==> src/rtl/cmd_frame_encoder.sv <==
// rtl/cmd_frame_encoder.sv - serialises cmd/len/payload into an AA 55 CMD LEN_H LEN_L PAYLOAD CSUM byte stream
module cmd_frame_encoder #(
  parameter int         MAX_LEN = 1024,
  parameter logic [7:0] HDR_H   = 8'hAA,
  parameter logic [7:0] HDR_L   = 8'h55,
  parameter int         MIN_GAP = 1
) (
  input  logic        clk_i,
  input  logic        rst_i,
  input  logic        start_i,
  input  logic [7:0]  cmd_i,
  input  logic [15:0] len_i,
  input  logic        abort_i,
  input  logic [7:0]  pl_data_i,
  input  logic        pl_valid_i,
  output logic        pl_ready_o,
  output logic [7:0]  out_data_o,
  output logic        out_valid_o,
  input  logic        out_ready_i,
  output logic        busy_o,
  output logic        done_o,
  output logic        error_o
);

  localparam int              GW        = (MIN_GAP < 2) ? 1 : $clog2(MIN_GAP + 1);
  localparam logic [GW-1:0]   GAP_INIT  = GW'(MIN_GAP - 1);
  localparam logic [16:0]     MAX_LEN_W = 17'(MAX_LEN);

  typedef enum logic [3:0] {
    ST_IDLE, ST_HDR0, ST_HDR1, ST_CMD, ST_LENH, ST_LENL, ST_PAYLOAD, ST_CSUM, ST_GAP
  } state_t;

  state_t        state_q, ret_q, ret_d;
  logic [7:0]    cmd_q, csum_q, csum_d, out_data_q, gap_byte_d;
  logic [15:0]   len_q, remaining_q;
  logic [GW-1:0] gap_q;
  logic          out_valid_q, pl_ready_q, busy_q, done_q, error_q;
  logic          hs;

  assign hs     = out_valid_q & out_ready_i;
  assign csum_d = csum_q + out_data_q;

  // Which byte state follows the one whose byte is being accepted now.
  always_comb begin
    ret_d = ST_IDLE;
    case (state_q)
      ST_HDR0:    ret_d = ST_HDR1;
      ST_HDR1:    ret_d = ST_CMD;
      ST_CMD:     ret_d = ST_LENH;
      ST_LENH:    ret_d = ST_LENL;
      ST_LENL:    ret_d = (len_q == 16'd0) ? ST_CSUM : ST_PAYLOAD;
      ST_PAYLOAD: ret_d = (remaining_q == 16'd1) ? ST_CSUM : ST_PAYLOAD;
      default:    ret_d = ST_IDLE;
    endcase
  end

  always_comb begin
    gap_byte_d = 8'h00;
    case (ret_q)
      ST_HDR1: gap_byte_d = HDR_L;
      ST_CMD:  gap_byte_d = cmd_q;
      ST_LENH: gap_byte_d = len_q[15:8];
      ST_LENL: gap_byte_d = len_q[7:0];
      ST_CSUM: gap_byte_d = csum_q;
      default: gap_byte_d = 8'h00;
    endcase
  end

  always_ff @(posedge clk_i) begin
    if (rst_i) begin
      state_q     <= ST_IDLE;
      ret_q       <= ST_IDLE;
      cmd_q       <= 8'h00;
      len_q       <= 16'd0;
      remaining_q <= 16'd0;
      csum_q      <= 8'h00;
      gap_q       <= '0;
      out_data_q  <= 8'h00;
      out_valid_q <= 1'b0;
      pl_ready_q  <= 1'b0;
      busy_q      <= 1'b0;
      done_q      <= 1'b0;
      error_q     <= 1'b0;
    end else begin
      done_q  <= 1'b0;
      error_q <= 1'b0;
      if (abort_i) begin
        state_q     <= ST_IDLE;
        out_valid_q <= 1'b0;
        pl_ready_q  <= 1'b0;
        busy_q      <= 1'b0;
      end else begin
        case (state_q)
          ST_IDLE: begin
            busy_q <= 1'b0;
            // busy is still high during the done cycle, so start is only honoured afterwards
            if (start_i && !done_q) begin
              if ({1'b0, len_i} > MAX_LEN_W) begin
                error_q <= 1'b1;
              end else begin
                cmd_q       <= cmd_i;
                len_q       <= len_i;
                remaining_q <= len_i;
                csum_q      <= 8'h00;
                busy_q      <= 1'b1;
                out_data_q  <= HDR_H;
                out_valid_q <= 1'b1;
                state_q     <= ST_HDR0;
              end
            end
          end
          ST_GAP: begin
            if (gap_q == '0) begin
              state_q <= ret_q;
              if (ret_q == ST_PAYLOAD) begin
                pl_ready_q <= 1'b1;
              end else begin
                out_data_q  <= gap_byte_d;
                out_valid_q <= 1'b1;
              end
            end else begin
              gap_q <= gap_q - 1'b1;
            end
          end
          ST_PAYLOAD: begin
            if (!out_valid_q) begin
              if (pl_valid_i && pl_ready_q) begin
                out_data_q  <= pl_data_i;
                out_valid_q <= 1'b1;
                pl_ready_q  <= 1'b0;
              end
            end else if (hs) begin
              csum_q      <= csum_d;
              remaining_q <= remaining_q - 16'd1;
              out_valid_q <= 1'b0;
              ret_q       <= ret_d;
              gap_q       <= GAP_INIT;
              state_q     <= ST_GAP;
            end
          end
          ST_CSUM: begin
            if (hs) begin
              out_valid_q <= 1'b0;
              done_q      <= 1'b1;
              state_q     <= ST_IDLE;
            end
          end
          default: begin
            if (hs) begin
              // header bytes are excluded from the checksum
              if (state_q != ST_HDR0 && state_q != ST_HDR1) csum_q <= csum_d;
              out_valid_q <= 1'b0;
              ret_q       <= ret_d;
              gap_q       <= GAP_INIT;
              state_q     <= ST_GAP;
            end
          end
        endcase
      end
    end
  end

  assign pl_ready_o  = pl_ready_q;
  assign out_data_o  = out_data_q;
  assign out_valid_o = out_valid_q;
  assign busy_o      = busy_q;
  assign done_o      = done_q;
  assign error_o     = error_q;

endmodule

==> config.mk <==
export PLATFORM = sky130hd
export DESIGN_NAME = cmd_frame_encoder
export DESIGN_NICKNAME = d
export VERILOG_FILES = /design/src/rtl/cmd_frame_encoder.sv
export SDC_FILE = /design/constraint.sdc
export NUM_CORES = 1
export LEC_CHECK = 0
export ABC_AREA = 1
export BUFFER_PORTS_ARGS = -buffer_cell sky130_fd_sc_hd__buf_2
export CORE_AREA = 2 2 143 110
export CTS_BUF_LIST = sky130_fd_sc_hd__clkbuf_16
export CTS_CLUSTER_SIZE = 30
export DETAILED_ROUTE_END_ITERATION = 10
export DIE_AREA = 0 0 145 112
export HOLD_SLACK_MARGIN = 0.12
export PLACE_DENSITY = 0.59
export SLEW_MARGIN = 10
export SYNTH_ARGS = -nofsm -noshare
export SYNTH_HDL_FRONTEND = slang
export SYNTH_SLANG_ARGS = --single-unit
==> constraint.sdc <==
create_clock -name clk_i -period 1.4 [get_ports clk_i]
set_input_delay 0.07 -clock clk_i [delete_from_list [all_inputs] [get_ports clk_i]]
set_output_delay 0.07 -clock clk_i [all_outputs]
set_load 0.02 [all_outputs]
Yosys cells after proc, flatten, opt, wreduce, memory -nomap -nowiden

Cells that the tools add are included.

Add/subtract/negate cells: 3
$lt $le $gt $ge: 1
Equality and inequality tests: 27
Multiplexer cells: 55
Bitwise operators: 9
Reductions and logical operators: 27

Operators with widths:

| kind                    | count |
|---|---|
| $mux W8                 | 12 |
| $mux W16                | 4 |
| $pmux W8 S3             | 2 |
| $pmux W8 S5             | 1 |
| $eq A4 B3 Y1 const B    | 8 |
| $mux W4                 | 8 |
| $pmux W16 S2            | 1 |
| $mux W1                 | 21 |
| $ne A2 B2 Y1 const B    | 10 |
| $pmux W3 S6             | 1 |
| $eq A16 B1 Y1 const B   | 1 |
| $eq A4 B2 Y1 const B    | 4 |
| $gt A16 B11 Y1 const B  | 1 |
| $logic_not A16 Y1       | 1 |
| $pmux W4 S4             | 1 |
| $reduce_and A8 Y1       | 2 |
| $sub A16 B1 Y16 const B | 1 |
| $reduce_and A5 Y1       | 3 |
| $add A8 B8 Y8           | 1 |
| $not A1 Y1              | 8 |
| $pmux W4 S2             | 1 |
| $pmux W1 S3             | 2 |
| $reduce_and A3 Y1       | 2 |
| $reduce_and A6 Y1       | 1 |
| 17 further kinds        | 25 |

Bits in registers: 70
Output and inout bits: 13

Depth between registers and ports, before layout

Gate-level depths: netlist (run 1).

Depth in word-level cells: 6
Depth in mapped cells: 12
Gate-level depth less buffers: 11

Worst setup path before layout (run 1)

No wires, ideal clock.

Path type: flip-flop to flip-flop
Start point: reg out_data_q[0], in the netlist out_data_o[0]
End point: reg csum_q[6]
Library setup time: 0.113 ns
Arrival: 1.542 ns
Data required time: 1.287 ns
Setup slack: -0.255 ns
Cell stages (with the launch flop): 10
Buffers on the path: 0
Cells stage by stage: dfxtp_1 -> ha_1 -> inv_1 -> fa_1 -> inv_1 -> nand4_1 -> a21oi_1 -> nor2_1 -> nor2_1 -> nor2_1

Cells in the longest elaborated chain, start to end: 4
Elaborated cells between the ends (all ways): 6
Those cells by class: add/sub: 1; mux: 5

Ends and longest elaborated chain:

| element                           | RTL line | RTL |
|---|---|---|
| from (decl)                       | 34       | `logic [7:0] cmd_q, csum_q, csum_d, out_data_q, gap_byte_d;` |
| from (signal assigned)            | 118      | `out_data_q <= gap_byte_d;` |
| from (signal assigned)            | 128      | `out_data_q <= pl_data_i;` |
| $add A8 B8 Y8 (*)                 | 41       | `assign csum_d = csum_q + out_data_q;` |
| $mux W8, on equally long branches | 151, 132 |  |
| $mux W8, on equally long branches | 149, 126 |  |
| $pmux W8 S3 (*)                   | 93       | `case (state_q)` |
| to (signal assigned)              | 133      | `csum_q <= csum_d;` |
| to (signal assigned)              | 151      | `if (state_q != ST_HDR0 && state_q != ST_HDR1) csum_q <= csum_d;` |
| to (decl)                         | 34       |  |

Every way passes the cells marked *; elsewhere a longest branch is shown, timed or not. The select of a mux whose other input is x is not followed.
A chain may end at the register's enable or synchronous reset.

Final worst setup path (run 1)

Start point: reg state_q[3]
End point: reg remaining_q[5]

Cells in the longest elaborated chain, start to end: 3
Elaborated cells between the ends (all ways): 9
Those cells by class: eq/ne: 5; mux: 1; reduce/logical: 3

Ends and longest elaborated chain:

| element                                                      | RTL line | RTL |
|---|---|---|
| from (decl)                                                  | 33       | `state_t state_q, ret_q, ret_d;` |
| from (signal assigned)                                       | 114      | `state_q <= ret_q;` |
| $eq A4 B3 Y1 or $logic_not A4 Y1 (tied branches)             | 93       |  |
| $ne A2 B2 Y1 (no line) or $reduce_bool A2 Y1 (tied branches) | --       |  |
| $reduce_and A6 Y1 (no line)                                  | --       |  |
| to (signal assigned)                                         | 103      | `remaining_q <= len_i;` |
| to (signal assigned)                                         | 134      | `remaining_q <= remaining_q - 16'd1;` |
| to (decl)                                                    | 35       | `logic [15:0] len_q, remaining_q;` |

Several ways; a longest one is shown, not always the timed one.

==> impl_metrics.env, run 1 <==
export IMPL_run_status="finished, violations left"
export IMPL_violations="setup timing"
export IMPL_synth_cell_area_um2=4410
export IMPL_globalRouteOverflowTotal=0
export IMPL_crit_path_end_kind="register"
export IMPL_cts_max_path_buffers=2
export IMPL_yosys_warnings=0
export IMPL_max_cap_viols=0
export IMPL_power_frac_clock=0.517
export IMPL_cts_buffer_count=9
export IMPL_grt_pass1_vias=4673
export IMPL_seq_power_share=0.400
export IMPL_p_int_mw=3.71
export IMPL_shortest_clock_period_the_worst_path_allows_after_layout_ns=1.56
export IMPL_switching_share=0.237
export IMPL_area_delta_synth_final_pct=55.0
export IMPL_drive_gt1_frac=0.320
export IMPL_place_congestion=0.906
export IMPL_detailroute_via_count=5138
export IMPL_dominantRegCellSynth="sky130_fd_sc_hd__dfxtp_1"
export IMPL_drc=0
export IMPL_async_reset_ff_frac=0
export IMPL_buffer_cell_driving_the_clock_tree_root="sky130_fd_sc_hd__clkbuf_16"
export IMPL_totalWireLength_um=14600
export IMPL_min_path_cells=5
export IMPL_setup_worst_path_class="reg2reg"
export IMPL_antenna_violating_nets_post_route=0
export IMPL_synth_sequential_area_ratio=0.309
export IMPL_ys_seq_elements=68
export IMPL_floorplan_io_pins=51
export IMPL_min_delay_path_class="in2reg"
export IMPL_numClockSinks=68
export IMPL_grt_start_max_net_pins=40
export IMPL_route_detailed_vias_per_inst=4.47
export IMPL_drt_first_iter_violations=362
export IMPL_die_height_um=112
export IMPL_worst_skew_pair_late_latency_ns=0.35
export IMPL_synth_top_cells_by_count="sky130_fd_sc_hd__nand2_1 (247), sky130_fd_sc_hd__nor2_1 (151), sky130_fd_sc_hd__inv_1 (99)"
export IMPL_finish_net_count=987
export IMPL_initial_util=0.296
export IMPL_max_clock_freq_mhz=643
export IMPL_synthDistinctLibCells=37
export IMPL_synth_avg_cell_area_um2=5.90
export IMPL_synth_top_cells_by_area="sky130_fd_sc_hd__dfxtp_1 (31%), sky130_fd_sc_hd__nand2_1 (21%), sky130_fd_sc_hd__nor2_1 (13%)"
export IMPL_timing_slew_headroom=0.805
export IMPL_dr_pass1_iters=6
export IMPL_post_drt_wl_per_cell_um=12.7
export IMPL_fin_cells=1149
export IMPL_synth_enable_flop_cells=0
export IMPL_postSynthNetCount=795
export IMPL_die_span_x_um=145
export IMPL_switching_power_mw=1.15
export IMPL_cp_max_fo=8
export IMPL_vdd_ir_drop_worst_v=0.000617
export IMPL_placed_cells=1083
export IMPL_final_hold_viol_count=0
export IMPL_yosysMostFrequentCell="sky130_fd_sc_hd__nand2_1"
export IMPL_cellLeakagePower_nw=3.46
export IMPL_final_setup_viol_count=60
export IMPL_powerDensity_nw_per_um2=711
export IMPL_cts_htree_levels=3
export IMPL_finalCritPeriodShare=1.11
export IMPL_tightestPinTransition_ns=0.291
export IMPL_clk_pin_slew_worst_paths_ns=0.06
export IMPL_rsz0062_at_grt="yes"
export IMPL_layout_skew_ns=0.00505
export IMPL_fp_dieArea_um2=16200
export IMPL_startpoint_type_of_the_worst_setup_path="register"
export IMPL_port_buffer_count=50
export IMPL_report_final_slew_viol_count=0
export IMPL_synth_largest_type_area_fraction=0.309
export IMPL_syn_inst=747
export IMPL_grt_util_all_layers=0.176
export IMPL_num_antenna_cells=0
export IMPL_cts_tree="done"
export IMPL_detailed_place_hpwl_um=10400
export IMPL_rows=39
export IMPL_grt_first_pass_wirelength_um=22700
export IMPL_number_of_cell_instances_on_the_worst_register_to_register_path=10
export IMPL_final_setup_worst_slack_ns=-0.156
export IMPL_antenna_found_initial=0
export IMPL_dp_slack_ns=-0.235
export IMPL_core_area_um2=14900
export IMPL_worst_ep_required_time_ns=1.65
export IMPL_synthDominantAreaCellType="sky130_fd_sc_hd__dfxtp_1"
export IMPL_share_of_power_burned_in_combinational_logic=0.083
export IMPL_timing_critical_path_arrival_ns=1.80
-- path summary, 6_finish.rpt --
kind | slack [ns] | from | endpoint
worst max-delay path | -0.16 | state_q[3]$_SDFFE_PP0P_ | remaining_q[5]$_SDFFE_PP0P_
worst min-delay path | 0.13 | len_i[11] | remaining_q[11]$_SDFFE_PP0P_
worst max register to register | -0.16 | state_q[3]$_SDFFE_PP0P_ | remaining_q[5]$_SDFFE_PP0P_
worst min register to register | 0.46 | busy_o$_SDFFE_PP0P_ | busy_o$_SDFFE_PP0P_
-- kinds of logic after synthesis --
logic type,synth area share
and+or+nand+nor,0.461
buffers and inverters,0.117
DFF,0.309
AOI/OAI and AO/OA,0.0770
adders and majority gates,0.0301
xor gates and xnor gates,0.00597
-- critical path, cell delays in order, from the launching register on --
cell and delay (ns):
sky130_fd_sc_hd__dfxtp_4 0.39, sky130_fd_sc_hd__nor2_4 0.06, sky130_fd_sc_hd__nand2_4 0.13, sky130_fd_sc_hd__inv_8 0.06, sky130_fd_sc_hd__nand2_4 0.06, sky130_fd_sc_hd__nand2_4 0.08, sky130_fd_sc_hd__nor2_8 0.12, sky130_fd_sc_hd__nand3_4 0.16
sky130_fd_sc_hd__clkbuf_16 0.22, sky130_fd_sc_hd__nor2_1 0.12, sky130_fd_sc_hd__nor2_1 0.05
-- area by class of cell --
type                       instances  area [um^2]
fill                            1546         8060
multi-input combinational        559         2890
timing repair buffer             201         1580
sequential                        68         1390
inverter                         100          383
tap                              205          256
clock buffer                       9          225
clock inverter                     7         98.8
-- state kept, by name, summed over array words and instances (netlist names), 3 cells and up --
signal and flops:
cmd_q 8, csum_q 8, len_q 16, out_data_o 8
remaining_q 16, ret_q 3, state_q 4
-- cell usage in the layout, fill, tap and decap left out, drive strengths merged, types with 9 or more instances in the layout --
cell type	netlist	routed
ha	9	9
nor2	160	160
dfxtp	68	68
nand3	43	45
buf	15	170
inv	100	102
dlygate4sd3	0	29
o21ai	32	32
clkbuf	7	11
a21oi	27	27
nand2	251	251
nand4	12	12
-- power by group through the flow --
stage | Clock (mW) | Sequential, mW | Combinational [mW]
floorplan | 0 | 1.99 | 0.136
global placement | 0 | 1.99 | 0.301
detailed placement | 0 | 1.99 | 0.303
CTS | 2.57 | 1.94 | 0.377
global route | 2.65 | 1.94 | 0.440
finish | 2.51 | 1.94 | 0.402
-- layer usage --
metal  global-route usage  up-vias  routed length (um)
met3               0.0324       20                 794
met2                0.272      117                6440
li1                     -     2689                   -
met4               0.0634        0                 287
met1                0.245     2312                7120
met5                    0        -                   0
-- through the flow --
| step | TNS, ns | hold slack, ns | power (mW) | cell area, um^2 | util |
|---|---|---|---|---|---|
| 6_report | -4.45 | 0.131 | 4.86 | 6830 | 0.459 |
| 5_1_grt | -10.27 | 0.150 | 5.04 | 6830 | 0.459 |
| 4_1_cts | -3.78 | 0.128 | 4.89 | 6480 | 0.436 |
| 3_5_place_dp | -8.31 | 0.311 | 2.29 | 5680 | 0.382 |
| 3_3_place_gp | -7.10 | 0.294 | 2.29 | 5680 | 0.382 |
| 2_1_floorplan | -0.118 | 0.147 | 2.13 | 4490 | - |
-- timing repair --
| action | 4_1_cts | 5_1_grt |
|---|---|---|
| endpoints found under the setup margin | 63 | 64 |
| hold buffers | 29 | 0 |
| buffers inserted | 7 | 9 |
| pin swaps | 12 | 13 |
| gates cloned | 1 | 4 |
| hold endpoints to repair | 30 | 0 |
| gates resized for setup | 39 | 63 |
Note: power is estimated with default switching activity, not from simulation.
==> inputs of run 2 (changes only) <==
Settings changed: CORE_AREA 2 2 143 110 to 5 5 146 113, DIE_AREA 0 0 145 112 to 0 0 151 118.
==> impl_metrics.env, run 2 (synthesized netlist as in run 1, its figures left out) <==
export IMPL_cts_htree_levels=3
export IMPL_timing_critical_path_arrival_ns=1.82
export IMPL_worst_path_buf_inv=3
export IMPL_run_status="finished, violations left"
export IMPL_buffer_cell_driving_the_clock_tree_root="sky130_fd_sc_hd__clkbuf_16"
export IMPL_report_final_slew_viol_count=0
export IMPL_cts_max_path_buffers=2
export IMPL_finish_net_count=995
export IMPL_totalWireLength_um=14500
export IMPL_grt_met1_usage=0.246
export IMPL_layout_skew_ns=0.00658
export IMPL_cp_max_fo=6
export IMPL_final_setup_worst_slack_ns=-0.156
export IMPL_antenna_found_initial=0
export IMPL_cellLeakagePower_nw=3.51
export IMPL_cts_tree="done"
export IMPL_slowest_stage="sky130_fd_sc_hd__dfxtp_4"
export IMPL_finalCritPeriodShare=1.11
export IMPL_place_congestion=0.898
export IMPL_setup_worst_path_class="reg2reg"
export IMPL_detailroute_via_count=5133
export IMPL_grt_util_all_layers=0.163
export IMPL_die_height_um=118
export IMPL_final_seq_area_um2=1390
export IMPL_p_int_mw=3.50
export IMPL_grt_start_max_net_pins=43
export IMPL_drc=0
export IMPL_floorplan_io_pins=51
export IMPL_switching_power_mw=1.13
export IMPL_antenna_violating_nets_post_route=0
export IMPL_biggest_registers_after_layout="len_q: 16 flops, remaining_q: 16 flops"
export IMPL_detailed_place_hpwl_um=10300
export IMPL_drive_gt1_frac=0.338
export IMPL_critical_path_top_cell_by_count="sky130_fd_sc_hd__buf_4"
export IMPL_worst_ep_required_time_ns=1.67
export IMPL_numClockSinks=68
export IMPL_layout_cells_most_common="sky130_fd_sc_hd__nand2_1"
export IMPL_use_met3=0.0396
export IMPL_crit_path_end_kind="register"
export IMPL_tightestPinTransition_ns=0.401
export IMPL_layout_common_cells="sky130_fd_sc_hd__nand2_1 (206), sky130_fd_sc_hd__nor2_1 (132), sky130_fd_sc_hd__buf_4 (115)"
export IMPL_max_cap_viols=0
export IMPL_multi_input_area_um2=2950
export IMPL_final_setup_viol_count=62
export IMPL_totalNegativeSetupSlack_ns=-5.51
export IMPL_grt_first_pass_wirelength_um=23300
export IMPL_post_drt_wl_per_cell_um=12.5
export IMPL_post_dp_cell_area_um2=5760
export IMPL_seq_power_share=0.419
export IMPL_clk_pin_slew_worst_paths_ns=0.06
export IMPL_timing_critical_path_slowest_cell_delay_ns=0.36
export IMPL_max_clock_freq_mhz=643
export IMPL_path_cells="nor2_4, buf_4, nand3_4, buf_4, buf_4, o21bai_1, nor2_1, nor2_1"
export IMPL_drt_first_iter_violations=338
export IMPL_grt_pass1_vias=4565
export IMPL_port_buffer_count=50
export IMPL_dr_pass1_iters=5
export IMPL_rsz0062_at_grt="yes"
export IMPL_num_antenna_cells=0
export IMPL_worst_skew_pair_late_latency_ns=0.35
export IMPL_utilization=0.464
export IMPL_violations="setup timing"
export IMPL_timing_slew_headroom=0.730
export IMPL_rows=39
export IMPL_n_fill_cell=1578
export IMPL_shortest_clock_period_the_worst_path_allows_after_layout_ns=1.56
export IMPL_globalRouteOverflowTotal=0
export IMPL_final_hold_viol_count=0
export IMPL_grt_busiest_layer="met1"
export IMPL_startpoint_type_of_the_worst_setup_path="register"
export IMPL_share_of_power_burned_in_combinational_logic=0.085
export IMPL_vdd_ir_drop_worst_v=0.000459
export IMPL_grt_use_met2=0.225
export IMPL_core_area_um2=14900
export IMPL_die_span_x_um=151
export IMPL_crit_family="simple AND/OR/NAND/NOR gates"
export IMPL_route_detailed_vias_per_inst=4.44
export IMPL_switching_share=0.244
export IMPL_stdcell_area_um2=6930
export IMPL_area_delta_synth_final_pct=57.3
export IMPL_min_delay_path_class="in2reg"
export IMPL_fp_dieArea_um2=17800
export IMPL_cts_buffer_count=9
export IMPL_powerDensity_nw_per_um2=669
export IMPL_power_frac_clock=0.496
export IMPL_initial_util=0.295
run 2: path summary, 6_finish.rpt:
path	start	endpoint	slack, ns	depth (start not counted)
max	state_q[1]$_SDFFE_PP0P_	out_data_o[1]$_SDFFE_PP0P_	-0.16	8
max reg2reg	state_q[1]$_SDFFE_PP0P_	out_data_o[1]$_SDFFE_PP0P_	-0.16	8
min	start_i	error_o$_SDFF_PP0_	0.13	3
min reg2reg	busy_o$_SDFFE_PP0P_	busy_o$_SDFFE_PP0P_	0.47	2
run 2: per-layer routing:
layer | vias to the layer above | part of all wire
met4 | 0 | 0.018
met3 | 17 | 0.065
li1 | 2705 | -
met5 | - | 0
met2 | 138 | 0.42
met1 | 2273 | 0.50
run 2: stage by stage:
step	cells	setup slack (ns)	power, mW	hold WS (ns)
4_1_cts	1148	-0.108	4.66	0.129
3_3_place_gp	1093	-0.195	2.29	0.295
6_report	1157	-0.156	4.63	0.130
3_5_place_dp	1093	-0.209	2.29	0.305
2_1_floorplan	747	-0.0436	2.13	0.147
5_1_grt	1157	-0.278	4.79	0.157
run 2: power by group through the flow:
| stage | Clock [mW] | Sequential [mW] | Combinational, mW |
|---|---|---|---|
| 3_5_place_dp | 0 | 1.99 | 0.299 |
| 3_3_place_gp | 0 | 1.99 | 0.299 |
| 4_1_cts | 2.34 | 1.94 | 0.375 |
| 5_1_grt | 2.42 | 1.94 | 0.433 |
| 2_1_floorplan | 0 | 1.99 | 0.136 |
| 6_report | 2.30 | 1.94 | 0.393 |
run 2: cell type report:
cell class | instances | share of cell area
sequential | 68 | 0.201
clock inverter | 7 | 0.00975
multi-input combinational | 559 | 0.426
tap | 205 | 0.0370
timing repair buffer | 209 | 0.238
clock buffer | 9 | 0.0325
inverter | 100 | 0.0563
run 2: worst reg2reg max path, cell delays in order, from the launching register on:
cell and delay [ns]:
sky130_fd_sc_hd__dfxtp_4 0.36, sky130_fd_sc_hd__nor2_4 0.18, sky130_fd_sc_hd__buf_4 0.15, sky130_fd_sc_hd__nand3_4 0.13
sky130_fd_sc_hd__buf_4 0.17, sky130_fd_sc_hd__buf_4 0.14, sky130_fd_sc_hd__o21bai_1 0.16, sky130_fd_sc_hd__nor2_1 0.06
sky130_fd_sc_hd__nor2_1 0.13
run 2: what timing repair did:
item,in CTS,in global routing
hold buffers,29,0
pin swaps,18,31
cloned,3,2
buffers inserted,7,8
resized for setup,45,91
endpoints found under the setup margin,63,64
endpoints found under the hold margin,31,0
